<file path="src/rtl/fifo_pkg.sv">
// Shared async-FIFO definitions: write front-end skid states, pointer helpers.
package fifo_pkg;

  localparam int GRAY_MAX_W = 16;

  typedef enum logic [1:0] {
    WFE_EMPTY = 2'd0,
    WFE_ONE   = 2'd1,
    WFE_TWO   = 2'd2
  } wfe_state_t;

  function automatic int fifo_depth(input int ptr_width);
    return 1 << ptr_width;
  endfunction

  // XOR-prefix from the MSB down; bits at or above width come back as 0.
  function automatic logic [GRAY_MAX_W-1:0] gray2bin(input logic [GRAY_MAX_W-1:0] gray,
                                                     input int width);
    logic [GRAY_MAX_W-1:0] bin;
    logic                  acc;
    bin = '0;
    acc = 1'b0;
    for (int i = GRAY_MAX_W - 1; i >= 0; i--) begin
      if (i < width) begin
        acc    = acc ^ gray[i];
        bin[i] = acc;
      end
    end
    return bin;
  endfunction

endpackage

</file>
<file path="src/rtl/sync_2ff.sv">
// Two-flop synchronizer for multi-bit Gray-coded values; no logic between stages.
module sync_2ff #(
  parameter int WIDTH = 4
) (
  input  logic             clk,
  input  logic             rst_n,
  input  logic [WIDTH-1:0] d,
  output logic [WIDTH-1:0] q
);

  logic [WIDTH-1:0] meta_q;

  // NOTE: sequential state uses non-blocking assignments so both stages sample the pre-edge values.
  always_ff @(posedge clk) begin
    if (!rst_n) begin
      meta_q <= '0;
      q      <= '0;
    end else begin
      meta_q <= d;
      q      <= meta_q;
    end
  end

endmodule

</file>
<file path="src/rtl/fifo_wr_frontend.sv">
// Write-domain front end of the async FIFO: 2-entry skid buffer, read-pointer
// synchronizer and pessimistic write-side fill level.
module fifo_wr_frontend
  import fifo_pkg::*;
#(
  parameter int DATA_WIDTH   = 8,
  parameter int PTR_WIDTH    = 3,
  parameter int AFULL_THRESH = 6
) (
  input  logic                  W_CLK,
  input  logic                  WRST_n,
  input  logic                  S_VALID,
  input  logic [DATA_WIDTH-1:0] S_DATA,
  output logic                  S_READY,
  input  logic [PTR_WIDTH:0]    G_RPTR,
  output logic [PTR_WIDTH:0]    G_RPTR_SYNC,
  input  logic [PTR_WIDTH:0]    B_WPTR,
  input  logic                  FULL,
  output logic                  W_EN,
  output logic [DATA_WIDTH-1:0] W_DATA,
  output logic [PTR_WIDTH:0]    W_LEVEL,
  output logic                  ALMOST_FULL
);

  localparam logic [PTR_WIDTH:0] THRESH = (PTR_WIDTH + 1)'(AFULL_THRESH);

  wfe_state_t            state_q, state_d;
  logic [DATA_WIDTH-1:0] head_q, head_d;
  logic [DATA_WIDTH-1:0] skid_q, skid_d;
  logic                  accept, pop;
  logic [PTR_WIDTH:0]    b_rptr_sync;
  logic [PTR_WIDTH:0]    level_d;

  assign accept = S_VALID & S_READY;
  assign pop    = (state_q != WFE_EMPTY) & ~FULL;
  assign W_EN   = pop;
  assign W_DATA = head_q;

  // NOTE: every comb output gets a default first, so no path leaves a latch behind.
  always_comb begin
    state_d = state_q;
    head_d  = head_q;
    skid_d  = skid_q;
    unique case (state_q)
      WFE_EMPTY: begin
        if (accept) begin
          state_d = WFE_ONE;
          head_d  = S_DATA;
        end
      end
      WFE_ONE: begin
        if (accept && !pop) begin
          state_d = WFE_TWO;
          skid_d  = S_DATA;
        end else if (!accept && pop) begin
          state_d = WFE_EMPTY;
        end else if (accept && pop) begin
          head_d = S_DATA;
        end
      end
      WFE_TWO: begin
        if (pop) begin
          state_d = WFE_ONE;
          head_d  = skid_q;
        end
      end
      default: state_d = WFE_EMPTY;
    endcase
  end

  // NOTE: the entry registers are reset as well, so W_DATA is 0 rather than stale after reset.
  always_ff @(posedge W_CLK) begin
    if (!WRST_n) begin
      state_q <= WFE_EMPTY;
      head_q  <= '0;
      skid_q  <= '0;
      S_READY <= 1'b0;
    end else begin
      state_q <= state_d;
      head_q  <= head_d;
      skid_q  <= skid_d;
      S_READY <= (state_d != WFE_TWO);
    end
  end

  sync_2ff #(
    .WIDTH (PTR_WIDTH + 1)
  ) u_rptr_sync (
    .clk   (W_CLK),
    .rst_n (WRST_n),
    .d     (G_RPTR),
    .q     (G_RPTR_SYNC)
  );

  // Modular subtraction absorbs wrap-around of either pointer.
  assign b_rptr_sync = (PTR_WIDTH + 1)'(gray2bin(GRAY_MAX_W'(G_RPTR_SYNC), PTR_WIDTH + 1));
  assign level_d     = B_WPTR - b_rptr_sync;

  always_ff @(posedge W_CLK) begin
    if (!WRST_n) begin
      W_LEVEL     <= '0;
      ALMOST_FULL <= 1'b0;
    end else begin
      W_LEVEL     <= level_d;
      ALMOST_FULL <= (level_d >= THRESH);
    end
  end

endmodule

</file>
<file path="config.mk">
export PLATFORM = sky130hd
export DESIGN_NAME = fifo_wr_frontend
export DESIGN_NICKNAME = d
export VERILOG_FILES = /design/src/rtl/fifo_pkg.sv /design/src/rtl/sync_2ff.sv /design/src/rtl/fifo_wr_frontend.sv
export SDC_FILE = /design/constraint.sdc
export NUM_CORES = 1
export LEC_CHECK = 0
export CAP_MARGIN = 20
export CELL_PAD_IN_SITES_DETAIL_PLACEMENT = 1
export CELL_PAD_IN_SITES_GLOBAL_PLACEMENT = 1
export CORE_MARGIN = 3
export CORE_UTILIZATION = 37
export CTS_BUF_LIST = sky130_fd_sc_hd__clkbuf_4
export DETAILED_ROUTE_END_ITERATION = 8
export PLACE_DENSITY_LB_ADDON = 0.1
export SKIP_LAST_GASP = 1
export SLEW_MARGIN = 25
export SYNTH_ARGS = -nofsm -noshare
export SYNTH_HDL_FRONTEND = slang
export SYNTH_SLANG_ARGS = --single-unit
</file>
<file path="constraint.sdc">
create_clock -name W_CLK -period 2.5 [get_ports W_CLK]
set_input_delay 0.5 -clock W_CLK [delete_from_list [all_inputs] [get_ports W_CLK]]
set_output_delay 0.5 -clock W_CLK [all_outputs]
set_load 0.01 [all_outputs]
</file>
; ---- Word level (Yosys, flattened, before mapping)
; Cells that the tools add are included.
[word_totals]
latch_bits = 0
word_cells = 45
ramBits = 0
romBits = 0
n_memories = 0
output_inout_bits = 19
input_bits = 20
regBits = 32
[op_classes]
mux = 11
magnitude_cmp = 1
n_mul = 0
shifts = 0
add_sub_neg = 1
eq_ne = 8
n_reduce_logical = 10
div_mod_pow = 0
bitwise_logic = 6
[op_table]
columns = op, n
row1 = 8-bit 2-to-1 mux, 5
row2 = 8-bit one-hot mux with 3 select lines, 1
row3 = 2-bit inequality test (second input constant), 6
row4 = 2-bit 2-to-1 mux, 4
row5 = 2-bit one-hot mux with 3 select lines, 1
row6 = 6-bit AND reduction, 1
row7 = 4-bit by 3-bit greater-or-equal comparator with 1-bit output (second input constant), 1
row8 = 4-bit subtractor, 1
row9 = 1-bit logical AND, 3
row10 = 3-bit nonzero test, 1
row11 = 1-bit bitwise XOR, 3
row12 = 1-bit bitwise AND, 2
row13 = 2-bit by 1-bit equality test with 1-bit output (second input constant), 1
row14 = 2-bit equality test (second input constant), 1
row15 = 1-bit zero test, 2
row16 = 2-bit zero test, 1
row17 = 2-bit AND reduction, 1
row18 = 2-bit nonzero test, 1
row19 = 1-bit inverter, 1

; ---- Logic depth before layout (Yosys ltp)
[logic_depth]
depth_word = 7
ltp_mapped = 9
mapped_depth_nobuf = 9

; ---- Modules after synthesis
; Synthesis repeated with hierarchy kept, for this count alone.
[unflattened]
cells_unflattened = 121
area_unflattened_um2 = 1285.0
[modules_own_cells]
columns = mod, area_per_inst_um2, n_inst, cells_each, seq_area_each_um2
row1 = fifo_wr_frontend, 1074.8, 1, 105, 480.5
row2 = sync_2ff, 210.2, 1, 16, 160.2

; ---- Worst setup path after synthesis
; No wires, ideal clock.
[synth_timing]
path_kind = register to register
from = register u_rptr_sync.q[3]
to = register ALMOST_FULL
t_arrival_ns = 1.958
n_path_buf = 0
synth_period_minus_slack_ns = 2.075
slack_ns = 0.425
required_ns = 2.383
setup_time_ns = 0.117
stages_incl_launch_ff = 10
cell_sequence = dfxtp_1 xnor2_1 xor2_1 xnor2_1 ha_1 inv_1 fa_1 xnor2_1 nor2_1 a22o_1
[synth_via]
elab_chain_cells = 5
[synth_rtl]
columns = item, line_no
row1 = "start, declared", sync_2ff.sv:8  ; output logic [WIDTH-1:0] q
row2 = "start signal, assigned", sync_2ff.sv:20  ; q <= meta_q;
row3 = 1-bit bitwise XOR (3 in a row), fifo_pkg.sv:25  ; acc = acc ^ gray[i];
row4 = 4-bit subtractor *, fifo_wr_frontend.sv:97  ; assign level_d = B_WPTR - b_rptr_sync;
row5 = 4-bit by 3-bit greater-or-equal comparator with 1-bit output *, fifo_wr_frontend.sv:105  ; ALMOST_FULL <= (level_d >= THRESH);
row6 = "end signal, assigned", fifo_wr_frontend.sv:105
row7 = "end, declared", fifo_wr_frontend.sv:22  ; output logic ALMOST_FULL
; Every way passes the cells marked *; elsewhere a longest branch is shown, timed or not.
; A chain may end at the register's enable or synchronous reset.

; ---- Worst setup path after layout
[layout_timing]
from = input FULL
to = output W_EN
[layout_via]
elab_chain_cells = 2
[layout_rtl]
columns = item, line_no
row1 = "start, declared", fifo_wr_frontend.sv:18  ; input logic FULL,
row2 = 1-bit inverter, fifo_wr_frontend.sv:35  ; assign pop = (state_q != WFE_EMPTY) & ~FULL;
row3 = 1-bit bitwise AND, fifo_wr_frontend.sv:35
row4 = "end, declared", fifo_wr_frontend.sv:19  ; output logic W_EN,
; No other way between the ends.

==> flow_summary.html <==
<table>
<tr><th>Metric</th><th>Value</th></tr>
<tr><th colspan="2">Power</th></tr>
<tr><td>Power per cell area</td><td>between 500 and 600 nW/um^2</td></tr>
<tr><td>Pleak</td><td>around 0.00073 uW</td></tr>
<tr><td>Post-layout power</td><td>about 1100 uW</td></tr>
<tr><td>Max VDD drop</td><td>between 0.3 and 0.4 mV</td></tr>
<tr><th colspan="2">Floorplanning</th></tr>
<tr><td>Initial standard-cell utilization of the core</td><td>between 30% and 40%</td></tr>
<tr><td>Area of the placeable core</td><td>between 3000 and 4000 sq um</td></tr>
<tr><td>Die width</td><td>between 60 and 70 um</td></tr>
<tr><td>Vertical die dimension</td><td>approximately 66 um</td></tr>
<tr><td>Number of standard-cell rows in the floorplan</td><td>21</td></tr>
<tr><td>Overall die area</td><td>4330 sq um</td></tr>
<tr><td>Count of boundary I/O pins</td><td>39</td></tr>
<tr><th colspan="2">Setup path</th></tr>
<tr><td>Critical Path Source Type</td><td>primary input</td></tr>
<tr><td>Critical path class</td><td>in2out</td></tr>
<tr><td>Top fanout value on the critical path</td><td>7</td></tr>
<tr><td>Required @ worst endpoint</td><td>approximately 2.0 ns</td></tr>
<tr><td>Nature of the critical path endpoint</td><td>output port</td></tr>
<tr><td>Endpoint arrival time on the critical path</td><td>1.73 ns</td></tr>
<tr><th colspan="2">Job</th></tr>
<tr><td>Number of maximum-capacitance violations</td><td>0</td></tr>
<tr><th colspan="2">Timing</th></tr>
<tr><td>Worst slew pin tran</td><td>0.562 ns</td></tr>
<tr><td>Final number of max-transition violations</td><td>0</td></tr>
<tr><td>Post-route clock period utilization</td><td>around 90%</td></tr>
<tr><td>Count of final setup violators</td><td>0</td></tr>
<tr><td>Final setup slack of the worst path</td><td>0.270 ns</td></tr>
<tr><td>Clock tree skew after final layout</td><td>approximately 0.011 ns</td></tr>
<tr><td>Peak Freq</td><td>448 MHz</td></tr>
<tr><td>Min Clock Period, post-route</td><td>~2.2 ns</td></tr>
<tr><td>Final hold violation count</td><td>0</td></tr>
<tr><td>Summed negative setup slack over all endpoints</td><td>0 ns</td></tr>
<tr><td>Worst slew margin relative to its limit</td><td>62.4%</td></tr>
<tr><td>Setup repair after global routing missed its margin</td><td>no</td></tr>
<tr><th colspan="2">Global route</th></tr>
<tr><td>Overall overflow remaining after global route</td><td>0</td></tr>
<tr><td>Pin count of the biggest net entering global routing</td><td>17</td></tr>
<tr><td>Global-route wire length before repair</td><td>just under 5000 um</td></tr>
<tr><td>Number of global-route vias before repair</td><td>1075</td></tr>
<tr><td>GRT Resource Usage Total</td><td>approximately 15%</td></tr>
<tr><td>Number of antenna violations at the first check in global routing</td><td>0</td></tr>
<tr><th colspan="2">Yosys</th></tr>
<tr><td>Mapped Nets</td><td>approximately 150</td></tr>
<tr><td>Synth Warn #</td><td>0</td></tr>
<tr><td>Distinct cells, synth</td><td>25</td></tr>
<tr><td>Number of instances in the synthesized netlist</td><td>approximately 120</td></tr>
<tr><td>Sequential cell area fraction in the yosys report</td><td>48.3%</td></tr>
<tr><td>Flip-flop and latch count after synthesis</td><td>32</td></tr>
<tr><td>Area of the mapped netlist</td><td>about 1300 sq um</td></tr>
<tr><td>Mean cell area of the mapped netlist</td><td>11.0 sq um</td></tr>
<tr><th colspan="2">Drt</th></tr>
<tr><td>Total length of routed wires</td><td>2900 um</td></tr>
<tr><td>Drc violations</td><td>0</td></tr>
<tr><td>Drt initial violations</td><td>17</td></tr>
<tr><td>Routed length per instance</td><td>~14 um</td></tr>
<tr><td>Overall via count from detail_route</td><td>~1000</td></tr>
<tr><td>Antenna Nets Post-Route</td><td>0</td></tr>
<tr><td>Average via count per standard cell</td><td>about 4.7</td></tr>
<tr><td>Router iterations before antenna repair</td><td>4</td></tr>
<tr><th colspan="2">Layout</th></tr>
<tr><td>Non-filler cells in the finished layout</td><td>~210</td></tr>
<tr><td>Diode insertion count for antenna repair</td><td>0</td></tr>
<tr><td>Fraction of layout instances using a drive strength above 1</td><td>around an eighth</td></tr>
<tr><td>Syn-to-layout area delta</td><td>35.6%</td></tr>
<tr><td>Final std cell area, no fill</td><td>between 1500 and 2000 sq um</td></tr>
<tr><td>Final net count</td><td>roughly 190</td></tr>
<tr><th colspan="2">Clocking</th></tr>
<tr><td>Clock Tree Buf Depth</td><td>2</td></tr>
<tr><td>Number of buffers inserted by hold repair at cts</td><td>0</td></tr>
<tr><td>Clock latency of the later-clocked register in the worst-skew pair</td><td>approximately 0.33 ns</td></tr>
<tr><td>TritonCTS clock tree</td><td>yes</td></tr>
<tr><td>Buffer type at the clock tree root</td><td>clkbuf_4</td></tr>
<tr><td>H-tree level count</td><td>2</td></tr>
<tr><td>Buffers inserted during post-CTS setup optimization</td><td>0</td></tr>
<tr><td>Gates resized, CTS repair</td><td>0</td></tr>
<tr><td>Clock tree sinks</td><td>32</td></tr>
<tr><td>Clock Pin Slew Worst Setup and Hold Paths</td><td>~0.090 ns</td></tr>
<tr><td>CTS Buf Count</td><td>5</td></tr>
<tr><th colspan="2">Placement</th></tr>
<tr><td>Cell count after placement</td><td>roughly 200</td></tr>
<tr><td>Hpwl dp</td><td>approximately 2300 um</td></tr>
<tr><td>Count of input and output buffers</td><td>38</td></tr>
<tr><td>Placed Area</td><td>1740 sq um</td></tr>
<tr><td>Placer's final routability congestion estimate</td><td>a little under 0.8</td></tr>
<tr><td>Post-placement worst setup slack</td><td>between 0.2 and 0.3 ns</td></tr>
<tr><th colspan="2">Status</th></tr>
<tr><td>Result of the run</td><td>completed</td></tr>
<tr><th colspan="2">Worst hold path</th></tr>
<tr><td>Worst hold path class</td><td>reg2reg</td></tr>
</table>
## critical path: stages
cell             delay, ns
clkdlybuf4s50_1       0.51
a21oi_1               0.17
clkdlybuf4s50_1       0.55
## placed cells by master, fill, tap and decap left out, drive strengths merged, types with 2 or more instances in the layout
cell,synthesis,routed
nor2,19,19
xnor2,5,5
mux2i,18,18
dfxtp,32,32
clkdlybuf4s50,0,38
ha,3,3
inv,5,5
clkbuf,1,7
and2,10,10
a21oi,2,2
buf,3,2
nand2,4,4
a211oi,8,8
## final timing paths
| path | start | end | slack (ns) | cells after the start |
|---|---|---|---|---|
| worst max-delay path | FULL | W_EN | 0.27 | 3 |
| worst min-delay path | u_rptr_sync.meta_q[2]$_SDFF_PN0_ | u_rptr_sync.q[2]$_SDFF_PN0_ | 0.44 | 1 |
| worst max register to register | u_rptr_sync.q[3]$_SDFF_PN0_ | ALMOST_FULL$_SDFF_PN0_ | 0.27 | 9 |
| worst min register to register | u_rptr_sync.meta_q[2]$_SDFF_PN0_ | u_rptr_sync.q[2]$_SDFF_PN0_ | 0.44 | 1 |
## layout make-up
class                   count  area [sq um]
flip-flops and latches     32           641
repair buffers             40           395
clock inverters             1          3.75
well taps                  46          57.6
clock buffers               7          52.6
inverters                   5          18.8
fillers                   381          1590
multi-input cells          80           628
## power breakdown
group,internal [uW],switching (uW),leakage (uW)
clock,130,164,0.0000338
combinational,122,93.7,0.000435
sequential,544,15.5,0.000263
## cell families after synthesis
logic type	after synthesis	synth area share (%)
and+or+nand+nor	36	13.7
DFF	32	48.3
muxes	18	13.6
AOI/OAI and AO/OA	16	11.8
buffers and inverters	9	4.25
xor gates and xnor gates	6	3.97
adders and majority gates	4	4.34
## through the flow
step	util, %	hold WS [ns]
6_report	53.0	0.443
5_1_grt	53.0	0.464
3_3_place_gp	51.3	0.415
4_1_cts	53.0	0.445
2_1_floorplan	-	0.412
3_5_place_dp	51.3	0.422
## routing by layer
metal,part of all wire (%),up-vias,GRT usage (%),wire length (um)
li1,-,497,-,-
met1,39,469,15.0,1140
met2,54,24,28.2,1570
met3,4.8,6,4.76,139
met4,1.8,0,6.99,52
met5,0,-,0,0
## Yosys cell counts
master    instances  share of area, %
nor2_1           19               5.4
dfxtp_1          32                48
mux2i_1          18                14
ha_1              3               2.8
a211oi_2          8               7.6
a22o_1            1              0.66
nand2_2           1              0.47
a41o_2            1              0.85
and3_1            1              0.47
fa_1              1               1.5
nor3_4            1               1.2
xor2_1            1              0.66
nand2_1           3              0.85
nor3b_1           1              0.57
xnor2_1           5               3.3
a31oi_1           1              0.47
o21ai_1           1              0.38
and2_1           10               4.7
inv_2             1              0.28
buf_6             3               2.5
clkbuf_1          1              0.28
a21o_1            1              0.57
a21oi_1           2              0.76
a22oi_1           1              0.57
inv_1             4               1.1
## flip-flops by register name, summed over array words and instances (netlist names)
register,flops
u_rptr_sync.meta_q,4
W_DATA,8
state_q,2
skid_q,8
u_rptr_sync.q,4
S_READY,1
W_LEVEL,4
ALMOST_FULL,1
Power figures use the tool's default switching activity.
